### src/rtl/cpu_mem_arbiter.sv
// Shares the CPU's single memory master port between instruction fetch, data read and
// data write through a four-state sequencer; fixed priority with fetch starvation relief.
module cpu_mem_arbiter #(
    parameter int ADDR_W     = 32,
    parameter int DATA_W     = 32,
    parameter int STARVE_LIM = 4
) (
    input  logic                  clk,
    input  logic                  rst,
    input  logic                  i_if_req,
    input  logic [ADDR_W-1:0]     i_if_addr,
    output logic                  o_if_stall,
    output logic [DATA_W-1:0]     o_if_rdata,
    output logic                  o_if_rvalid,
    input  logic                  i_dm_rreq,
    input  logic [ADDR_W-1:0]     i_dm_raddr,
    output logic                  o_dm_rstall,
    output logic [DATA_W-1:0]     o_dm_rdata,
    output logic                  o_dm_rvalid,
    input  logic                  i_dm_wreq,
    input  logic [ADDR_W-1:0]     i_dm_waddr,
    input  logic [DATA_W-1:0]     i_dm_wdata,
    input  logic [DATA_W/8-1:0]   i_dm_wstrb,
    output logic                  o_dm_wstall,
    output logic                  o_mem_req_valid,
    input  logic                  i_mem_req_ready,
    output logic                  o_mem_req_write,
    output logic [ADDR_W-1:0]     o_mem_req_addr,
    output logic [DATA_W-1:0]     o_mem_req_wdata,
    output logic [DATA_W/8-1:0]   o_mem_req_wstrb,
    input  logic                  i_mem_resp_valid,
    input  logic [DATA_W-1:0]     i_mem_resp_rdata,
    output logic [1:0]            o_owner
);

    localparam logic [1:0] S_IDLE  = 2'd0;
    localparam logic [1:0] S_ISSUE = 2'd1;
    localparam logic [1:0] S_WAIT  = 2'd2;
    localparam logic [1:0] S_DONE  = 2'd3;

    localparam logic [1:0] OWN_NONE = 2'd0;
    localparam logic [1:0] OWN_IF   = 2'd1;
    localparam logic [1:0] OWN_DMR  = 2'd2;
    localparam logic [1:0] OWN_DMW  = 2'd3;

    localparam logic [3:0] STARVE_MAX = STARVE_LIM[3:0];

    logic [1:0]          r_state;
    logic [1:0]          r_owner;
    logic [3:0]          r_starve_cnt;
    logic                r_req_valid;
    logic                r_req_write;
    logic [ADDR_W-1:0]   r_req_addr;
    logic [DATA_W-1:0]   r_req_wdata;
    logic [DATA_W/8-1:0] r_req_wstrb;
    logic [DATA_W-1:0]   r_if_rdata;
    logic [DATA_W-1:0]   r_dm_rdata;
    logic                r_if_rvalid;
    logic                r_dm_rvalid;
    logic [1:0]          w_grant;

    // Fixed-priority winner; a starved fetch jumps ahead of both data requesters.
    always_comb begin
        w_grant = OWN_NONE;
        if (i_if_req && (r_starve_cnt == STARVE_MAX)) begin
            w_grant = OWN_IF;
        end else if (i_dm_wreq) begin
            w_grant = OWN_DMW;
        end else if (i_dm_rreq) begin
            w_grant = OWN_DMR;
        end else if (i_if_req) begin
            w_grant = OWN_IF;
        end else begin
            w_grant = OWN_NONE;
        end
    end

    // Sequencer state and current owner.
    always_ff @(posedge clk or posedge rst) begin
        if (rst) begin
            r_state <= S_IDLE;
            r_owner <= OWN_NONE;
        end else begin
            case (r_state)
                S_IDLE: begin
                    if (w_grant != OWN_NONE) begin
                        r_state <= S_ISSUE;
                        r_owner <= w_grant;
                    end
                end
                S_ISSUE: begin
                    if (i_mem_req_ready) begin
                        r_state <= S_WAIT;
                    end
                end
                S_WAIT: begin
                    if (i_mem_resp_valid) begin
                        r_state <= S_DONE;
                    end
                end
                S_DONE: begin
                    r_state <= S_IDLE;
                    r_owner <= OWN_NONE;
                end
                default: begin
                    r_state <= S_IDLE;
                    r_owner <= OWN_NONE;
                end
            endcase
        end
    end

    // Request registers: latched once at grant so requester inputs may change afterwards.
    always_ff @(posedge clk or posedge rst) begin
        if (rst) begin
            r_req_valid <= 1'b0;
            r_req_write <= 1'b0;
            r_req_addr  <= '0;
            r_req_wdata <= '0;
            r_req_wstrb <= '0;
        end else if ((r_state == S_IDLE) && (w_grant != OWN_NONE)) begin
            r_req_valid <= 1'b1;
            case (w_grant)
                OWN_DMW: begin
                    r_req_write <= 1'b1;
                    r_req_addr  <= i_dm_waddr;
                    r_req_wdata <= i_dm_wdata;
                    r_req_wstrb <= i_dm_wstrb;
                end
                OWN_DMR: begin
                    r_req_write <= 1'b0;
                    r_req_addr  <= i_dm_raddr;
                    r_req_wdata <= '0;
                    r_req_wstrb <= '0;
                end
                default: begin
                    r_req_write <= 1'b0;
                    r_req_addr  <= i_if_addr;
                    r_req_wdata <= '0;
                    r_req_wstrb <= '0;
                end
            endcase
        end else if ((r_state == S_ISSUE) && i_mem_req_ready) begin
            r_req_valid <= 1'b0;
        end
    end

    // Count arbitrations fetch loses while waiting; saturates at the limit.
    always_ff @(posedge clk or posedge rst) begin
        if (rst) begin
            r_starve_cnt <= 4'd0;
        end else if ((r_state == S_IDLE) && (w_grant != OWN_NONE)) begin
            if (w_grant == OWN_IF) begin
                r_starve_cnt <= 4'd0;
            end else if (i_if_req && (r_starve_cnt != STARVE_MAX)) begin
                r_starve_cnt <= r_starve_cnt + 4'd1;
            end
        end
    end

    // Read data capture; valid pulses during DONE only.
    always_ff @(posedge clk or posedge rst) begin
        if (rst) begin
            r_if_rdata  <= '0;
            r_dm_rdata  <= '0;
            r_if_rvalid <= 1'b0;
            r_dm_rvalid <= 1'b0;
        end else begin
            r_if_rvalid <= 1'b0;
            r_dm_rvalid <= 1'b0;
            if ((r_state == S_WAIT) && i_mem_resp_valid) begin
                case (r_owner)
                    OWN_IF: begin
                        r_if_rdata  <= i_mem_resp_rdata;
                        r_if_rvalid <= 1'b1;
                    end
                    OWN_DMR: begin
                        r_dm_rdata  <= i_mem_resp_rdata;
                        r_dm_rvalid <= 1'b1;
                    end
                    default: begin
                    end
                endcase
            end
        end
    end

    assign o_if_stall  = i_if_req  && !((r_state == S_DONE) && (r_owner == OWN_IF));
    assign o_dm_rstall = i_dm_rreq && !((r_state == S_DONE) && (r_owner == OWN_DMR));
    assign o_dm_wstall = i_dm_wreq && !((r_state == S_DONE) && (r_owner == OWN_DMW));

    assign o_if_rdata      = r_if_rdata;
    assign o_if_rvalid     = r_if_rvalid;
    assign o_dm_rdata      = r_dm_rdata;
    assign o_dm_rvalid     = r_dm_rvalid;
    assign o_mem_req_valid = r_req_valid;
    assign o_mem_req_write = r_req_write;
    assign o_mem_req_addr  = r_req_addr;
    assign o_mem_req_wdata = r_req_wdata;
    assign o_mem_req_wstrb = r_req_wstrb;
    assign o_owner         = r_owner;

endmodule

### config.mk
export PLATFORM = sky130hd
export DESIGN_NAME = cpu_mem_arbiter
export DESIGN_NICKNAME = d
export VERILOG_FILES = /design/src/rtl/cpu_mem_arbiter.sv
export SDC_FILE = /design/constraint.sdc
export NUM_CORES = 1
export LEC_CHECK = 0
export CELL_PAD_IN_SITES_DETAIL_PLACEMENT = 0
export CELL_PAD_IN_SITES_GLOBAL_PLACEMENT = 2
export CORE_ASPECT_RATIO = 1.25
export CORE_MARGIN = 5
export CORE_UTILIZATION = 23
export DETAILED_ROUTE_END_ITERATION = 10
export PLACE_DENSITY_LB_ADDON = 0.1
export SLEW_MARGIN = 20
export SYNTH_ARGS = -nofsm -noshare
export SYNTH_HDL_FRONTEND = slang
export SYNTH_SLANG_ARGS = --single-unit
### constraint.sdc
create_clock -name clk -period 5.6 [get_ports clk]
set_input_delay 1.12 -clock clk [delete_from_list [all_inputs] [get_ports clk]]
set_output_delay 1.12 -clock clk [all_outputs]
set_load 0.03 [all_outputs]
# Word level (Yosys, flattened, before mapping)
# Cells that the tools add are included.
[totals]
reg_bits = 144
latchBits = 0
mem_bits_rw = 0
romBits = 0
in_bits = 171
out_inout_bits = 141
memories = 0
[op_classes]
add_sub_neg = 1
mul = 0
div = 0
order_cmp = 0
n_eq_ne = 14
shifts = 0
n_mux = 22
n_bitwise = 0
n_reduce_logical = 24
[op_table]
columns = ["operator", "count"]
rows = [
  ["32-bit case mux with 2 select lines", 1],
  ["32-bit 2-to-1 mux", 1],
  ["2-bit 2-to-1 mux", 7],
  ["2-bit == test (second input constant)", 6],
  ["4-bit 2-to-1 mux", 3],
  ["1-bit logical AND", 11],
  ["1-bit 2-to-1 mux", 8],
  ["2-bit case mux with 4 select lines", 1],
  ["2-bit AND reduction", 4],
  ["2-bit nonzero test", 4],
  ["2-bit by 1-bit == test with 1-bit output (second input constant)", 3],
  ["4-bit by 1-bit adder with 4-bit output (second input constant)", 1],
  ["4-bit by 3-bit == test with 1-bit output (second input constant)", 1],
  ["2-bit != test (second input constant)", 2],
  ["4-bit by 3-bit != test with 1-bit output (second input constant)", 1],
  ["2-bit case mux with 2 select lines", 1],
  ["1-bit logical NOT", 3],
  ["3-bit AND reduction", 1],
  ["2-bit logical NOT", 1],
  ["2-bit by 1-bit != test with 1-bit output (second input constant)", 1],
]

# Longest topological paths before layout
# Gate-level depths: netlist of run 1.
[logic_depth]
ltp_word = 7
depth_mapped = 9

# Worst setup path after synthesis of run 1
# Ideal clock, no wire load.
[synth_timing]
path_kind = "input -> output"
start = "input i_dm_wreq"
end = "output o_dm_wstall"
t_arrival_ns = 2.151
required_ns = 4.480
path_slack_ns = 2.329
cell_stages = 4
path_cell_list = "buf_2 -> buf_1 -> inv_1 -> a31oi_1"
[synth_between]
elab_chain_len = 1
[synth_lines]
columns = ["item", "line_no", "rtl"]
rows = [
  ["start, declared", "20", "input logic i_dm_wreq,"],
  ["1-bit logical AND", "190", "assign o_dm_wstall = i_dm_wreq && !((r_state == S_DONE) && (r_owner == OWN_DMW));"],
  ["end, declared", "24", "output logic o_dm_wstall,"],
]
# No other way between the ends.

# Worst setup path in the final report of run 1
# Same ends and word-level chain as after synthesis.

==> impl_metrics.yaml, run 1 <==
global_route:
  grt_max_degree: 103
  gr-usage-all-layers_pct: 14.41
  top_usage_layer: "met2"
  grt_pass1_wl_mm: 33.61
  grt_antenna_before_repair: 2
  grt_util_met3_pct: 5.973
  use_met1_pct: 16.33
  grt_overflow: 0
  grt_pass1_vias: 5952
  gr-usage-met2_pct: 24.35
placed_design:
  place_ws_ns: 1.619
  place.gp.congestion: 0.7708
  io_buffers: 311
  dp_cells: 1226
  place_hpwl_mm: 15.88
  place_area_sq_um: 9483
die:
  coreArea_sq_um: 26100
  initial_utilization_pct: 23.35
  dieArea_sq_um: 29860
  die_w_um: 155.6
  rows: 66
  ios: 312
  die_h_um: 192.0
yosys:
  muxShareOfSynthArea_pct: 0
  ys_seq_area_share_pct: 59.15
  synth-xor-area-share_pct: 0
  yosys_warnings: 0
  syn_nets: 787
  synth_seq_cells: 144
  synth_adder_area_share_pct: 1.232
  yosys.area_share.simple_pct: 16.70
  synth-compound-area-share_pct: 18.59
  syn_inst: 610
  avgSynthCellArea_sq_um: 9.987
  netlist_area_sq_um: 6092
  synth_top_family_by_area: "compound AO/OA/AOI/OAI gates"
  ys_types: 34
timing:
  final.setup.tns_ns: 0
  finClkSkew_ns: 0.009431
  min_period_over_period_pct: 70.78
  worst_slack_ns: 1.636
  maxSlewViolCount: 0
  setup_viol: 0
  holdWs_ns: 0.4709
  fmax_ghz: 0.2523
  fin_crit_ns: 3.964
  tightest_slew_ns: 0.9065
  hold_viol_final: 0
  slew-limit-headroom_pct: 39.56
  rsz0062_at_grt: "no"
setup_path:
  endpoint_kind: "output port"
  arrival_ns: 2.84
  critPathLaunchType: "input pin"
  worst-setup-path-type: "in2out"
  critPathMaxFanout: 38
  r2r_setup_slack_ns: 3.17
  required_ns: 4.48
cts:
  post-cts-setup-buffers: 0
  hold_buffers: 0
  ctsResizeCount: 0
  path_clk_slew_ns: 0.06
  worst_skew_pair.late_latency_ns: 0.42
  cts_buffer_depth: 2
  cts_buffers: 17
  clock_sinks: 144
  tritoncts: "yes"
  htree_levels: 4
  clock-root-buffer: "clkbuf_16"
power:
  powerDensity_nw_per_um2: 554.1
  p_leak_nw: 4.549
  ir_worst_vdd_mv: 0.2232
  p_total_mw: 5.610
outcome:
  status: "finished, final reports clean"
detailed_routing:
  ant_nets: 0
  drtPass1Iterations: 4
  first_iter_violations: 163
  drc: 0
  via_count: 5496
  wire_per_inst_um: 17.15
  drt-total-wl_mm: 21.61
  via_per_inst: 4.362
final_layout:
  ff_latch_area_sq_um: 3603
  multi_input_area_sq_um: 2235
  fin_util_pct: 38.79
  fin_nets: 1083
  syn_to_final_growth_pct: 66.17
  fin_area_sq_um: 10120
  fin_cells: 1260
  drive_gt1_share_pct: 5.441
  nFillCells: 2619
min_path:
  hold_path.class: "reg2reg"
flow_run:
  maxCapViolCount: 0
worst max-delay path, stage by stage:
cell             delay, ns
clkdlybuf4s50_1       0.45
buf_4                 0.36
inv_1                 0.07
a31oi_1               0.15
clkdlybuf4s50_1       0.69
where the power goes:
group	leakage (nW)	total (mW)	switching, mW	internal, mW
sequential	1.83	1.74	0.258	1.48
clock	0.289	1.17	0.465	0.709
combinational	2.43	2.70	1.58	1.12
total	4.55	5.61	2.30	3.31
final timing paths:
path,start,endpoint,depth (start not counted)
max in group asynchronous,rst,o_mem_req_wdata[11],3
setup reg to reg,r_starve_cnt[0],o_owner[1],8
min in group asynchronous,rst,o_mem_req_wdata[23],2
setup / recovery,i_dm_wreq,o_dm_wstall,5
hold / removal,o_if_rdata[15],o_if_rdata[15],2
hold reg to reg,o_if_rdata[15],o_if_rdata[15],2
synthesized netlist by cell type (all sizes together):
cell type,n,area [sq um]
nand2,238,893.4
dfrtp,144,3603
a22o,38,332.8
o21ai,38,190.2
a22oi,32,240.2
a2bb2oi,32,292.8
buf,28,170.2
clkbuf,16,60.06
inv,9,33.78
ha,6,75.07
nand2b,4,25.02
nand3,3,15.01
nor2,3,13.77
a21o,2,15.01
nand4b,2,17.52
nor2b,2,12.51
nor3,2,15.01
o21a,2,15.01
a21oi,1,5.000
a221oi,1,8.760
a31oi,1,6.260
and3b,1,8.760
and4b,1,10.01
o211ai,1,7.510
o311ai,1,8.760
o32a,1,10.01
or2,1,6.260
kinds of logic after synthesis:
kind of cell,count (synthesis)
adder cells (fa/ha/maj),6
buffers and inverters,53
AO/OA/AOI/OAI,150
flip-flops,144
AND/OR/NAND/NOR,257
state kept, by name (all words and copies together), names as in the netlist, 2 cells and up:
signal           flops
o_dm_rdata          32
o_if_rdata          32
o_mem_req_addr      32
o_mem_req_wdata     32
o_mem_req_wstrb      4
r_starve_cnt         4
o_owner              2
r_state              2
routing by layer:
| metal | up-vias | part of all wire, % |
|---|---|---|
| met3 | 28 | 9.1 |
| li1 | 2671 | - |
| met1 | 2582 | 39 |
| met2 | 213 | 50 |
| met4 | 2 | 2.3 |
| met5 | - | 0.051 |
layout by cell type (no fill, tap or decap), drive strengths merged, types with 10 or more instances in the layout:
cell	instances
clkbuf	18
o21ai	38
buf	10
clkdlybuf4s50	311
a2bb2oi	32
nand2	238
inv	13
dfrtp	144
a22oi	32
a22o	38
cell type report:
| cell class | instances | share of cell area (%) |
|---|---|---|
| diodes | 1 | 0.02472 |
| clock buffers | 18 | 4.239 |
| clock inverters | 14 | 1.792 |
| inverters | 9 | 0.3831 |
| multi-input cells | 413 | 22.07 |
| flip-flops and latches | 144 | 35.60 |
| well taps | 340 | 4.202 |
| repair buffers | 321 | 31.69 |
No activity file was read; power rests on OpenSTA's default activity.
==> run 2, diff against run 1 <==
==> constraint.sdc (replaced) <==
create_clock -name clk -period 3.8 [get_ports clk]
set_input_delay 0.76 -clock clk [delete_from_list [all_inputs] [get_ports clk]]
set_output_delay 0.76 -clock clk [all_outputs]
set_load 0.03 [all_outputs]
==> run 2 against run 1 <==
Power increased by 48%. Core utilization grew 0.14 points. Sequential power increased by 47%. Combinational power rose by 48%. Sequential cell count did not move. Final area rose by 0.37%.
==> impl_metrics.yaml, run 2 (synthesis gave the netlist of run 1 again) <==
outcome:
  status: "finished, final reports clean"
power:
  clock_power_share_pct: 21.0
  p_sw_share_pct: 40.58
  switching_power_mw: 3.371
  power_frac_seq_pct: 30.9
  ir_worst_vdd_mv: 0.2616
  p_int_mw: 4.936
  powerDensity_nw_per_um2: 817.5
  comb_power_share_pct: 48.1
  p_leak_nw: 4.582
cts:
  worst_skew_pair.late_latency_ns: 0.42
  ctsResizeCount: 0
  clock-root-buffer: "clkbuf_16"
  post-cts-setup-buffers: 0
  path_clk_slew_ns: 0.06
  tritoncts: "yes"
  cts_buffer_depth: 2
  cts_buffers: 17
  hold_buffers: 0
  htree_levels: 4
  clock_sinks: 144
die:
  die_w_um: 155.6
  coreArea_sq_um: 26100
  rows: 66
  initial_utilization_pct: 23.35
  dieArea_sq_um: 29860
  ios: 312
  die_h_um: 192.0
timing:
  maxSlewViolCount: 0
  final.setup.tns_ns: 0
  setup_viol: 0
  min_period_over_period_pct: 78.29
  fin_crit_ns: 2.975
  tightest_slew_ns: 0.7600
  slew-limit-headroom_pct: 49.23
  finClkSkew_ns: 0.01099
  hold_viol_final: 0
  fmax_ghz: 0.3361
  rsz0062_at_grt: "no"
final_layout:
  fin_cells: 1261
  final_common_cell: "clkdlybuf4s50_1"
  syn_to_final_growth_pct: 66.79
  mostFrequentLayoutCells: "310 x clkdlybuf4s50_1, 238 x nand2_1, 144 x dfrtp_1"
  fin_nets: 1086
  drive_gt1_share_pct: 5.646
  antenna_cells: 0
detailed_routing:
  via_count: 5573
  wire_per_inst_um: 17.36
  drc: 0
  drtPass1Iterations: 4
  via_per_inst: 4.420
  drt-total-wl_mm: 21.89
  first_iter_violations: 142
  ant_nets: 0
setup_path:
  rr_worst_depth: 5
  endpoint_kind: "output port"
  arrival_ns: 2.22
  required_ns: 3.04
  critPathMaxFanout: 8
  worst-setup-path-type: "in2out"
  critPathLaunchType: "input pin"
global_route:
  gr-usage-all-layers_pct: 14.48
  use_met1_pct: 16.15
  gr-usage-met2_pct: 25.50
  grt_util_met3_pct: 5.387
  grt_overflow: 0
  top_usage_layer: "met2"
  grt_max_degree: 81
  grt_pass1_wl_mm: 33.56
  grt_pass1_vias: 5957
  grt_antenna_before_repair: 1
placed_design:
  io_buffers: 311
  place.gp.congestion: 0.7911
  place_hpwl_mm: 16.56
  dp_cells: 1230
min_path:
  min_delay_path_depth: 2
  hold_path.class: "reg2reg"
flow_run:
  maxCapViolCount: 0
run 2: changes by cell type in the layout (fill, tap and decap cells not counted), sizes merged:
cell,change
buf,+4
clkbuf,+4
inv,-4
clkdlybuf4s50,-1
clkinvlp,-1
diode,-1
run 2: metrics by stage:
stage | setup slack [ns] | cell area, sq um | total power [mW] | util [%] | hold slack (ns)
2_1_floorplan | 1.235 | 6096 | 4.767 | - | 0.4899
3_3_place_gp | 0.7884 | 9547 | 6.590 | 36.58 | 0.4572
3_5_place_dp | 0.7977 | 9547 | 6.641 | 36.58 | 0.4625
4_1_cts | 0.7985 | 10160 | 8.439 | 38.94 | 0.4785
5_1_grt | 0.7560 | 10160 | 8.793 | 38.94 | 0.5012
6_report | 0.8249 | 10160 | 8.307 | 38.94 | 0.4706
run 2: final timing paths:
path | start | end | slack, ns
worst min register to register | o_dm_rdata[12] | o_dm_rdata[12] | 0.47
max in group asynchronous | rst | o_mem_req_wdata[6] | 2.09
min in group asynchronous | rst | o_if_rvalid | 0.82
worst max-delay path | i_if_req | o_if_stall | 0.82
worst max register to register | r_state[1] | o_mem_req_wstrb[1] | 1.70
worst min-delay path | o_dm_rdata[12] | o_dm_rdata[12] | 0.47
run 2: routing by layer:
layer  part of all wire, %  up-vias
li1                      -     2679
met1                    38     2660
met2                    52      208
met3                   8.1       24
met4                   1.8        2
met5                 0.050        -
run 2: power by group through the flow:
stage | logic, mW | clock network [mW] | registers [mW]
4_1_cts | 4.06 | 1.80 | 2.58
6_report | 3.99 | 1.75 | 2.56
3_5_place_dp | 4.06 | 0 | 2.59
3_3_place_gp | 4.02 | 0 | 2.57
2_1_floorplan | 1.03 | 0 | 3.74
5_1_grt | 4.27 | 1.87 | 2.66
run 2: worst max-delay path, cell delays in order:
cell	delay, ns
clkdlybuf4s50_1	0.63
o21a_1	0.17
clkdlybuf4s50_1	0.66
run 2: cell type report:
type                    instances  area [sq um]
repair buffers                324          3246
flip-flops and latches        144          3603
multi-input cells             413          2235
inverters                       9         37.54
clock buffers                  22         484.2
well taps                     340         425.4
clock inverters                 9         130.1
fillers                      2643         15930
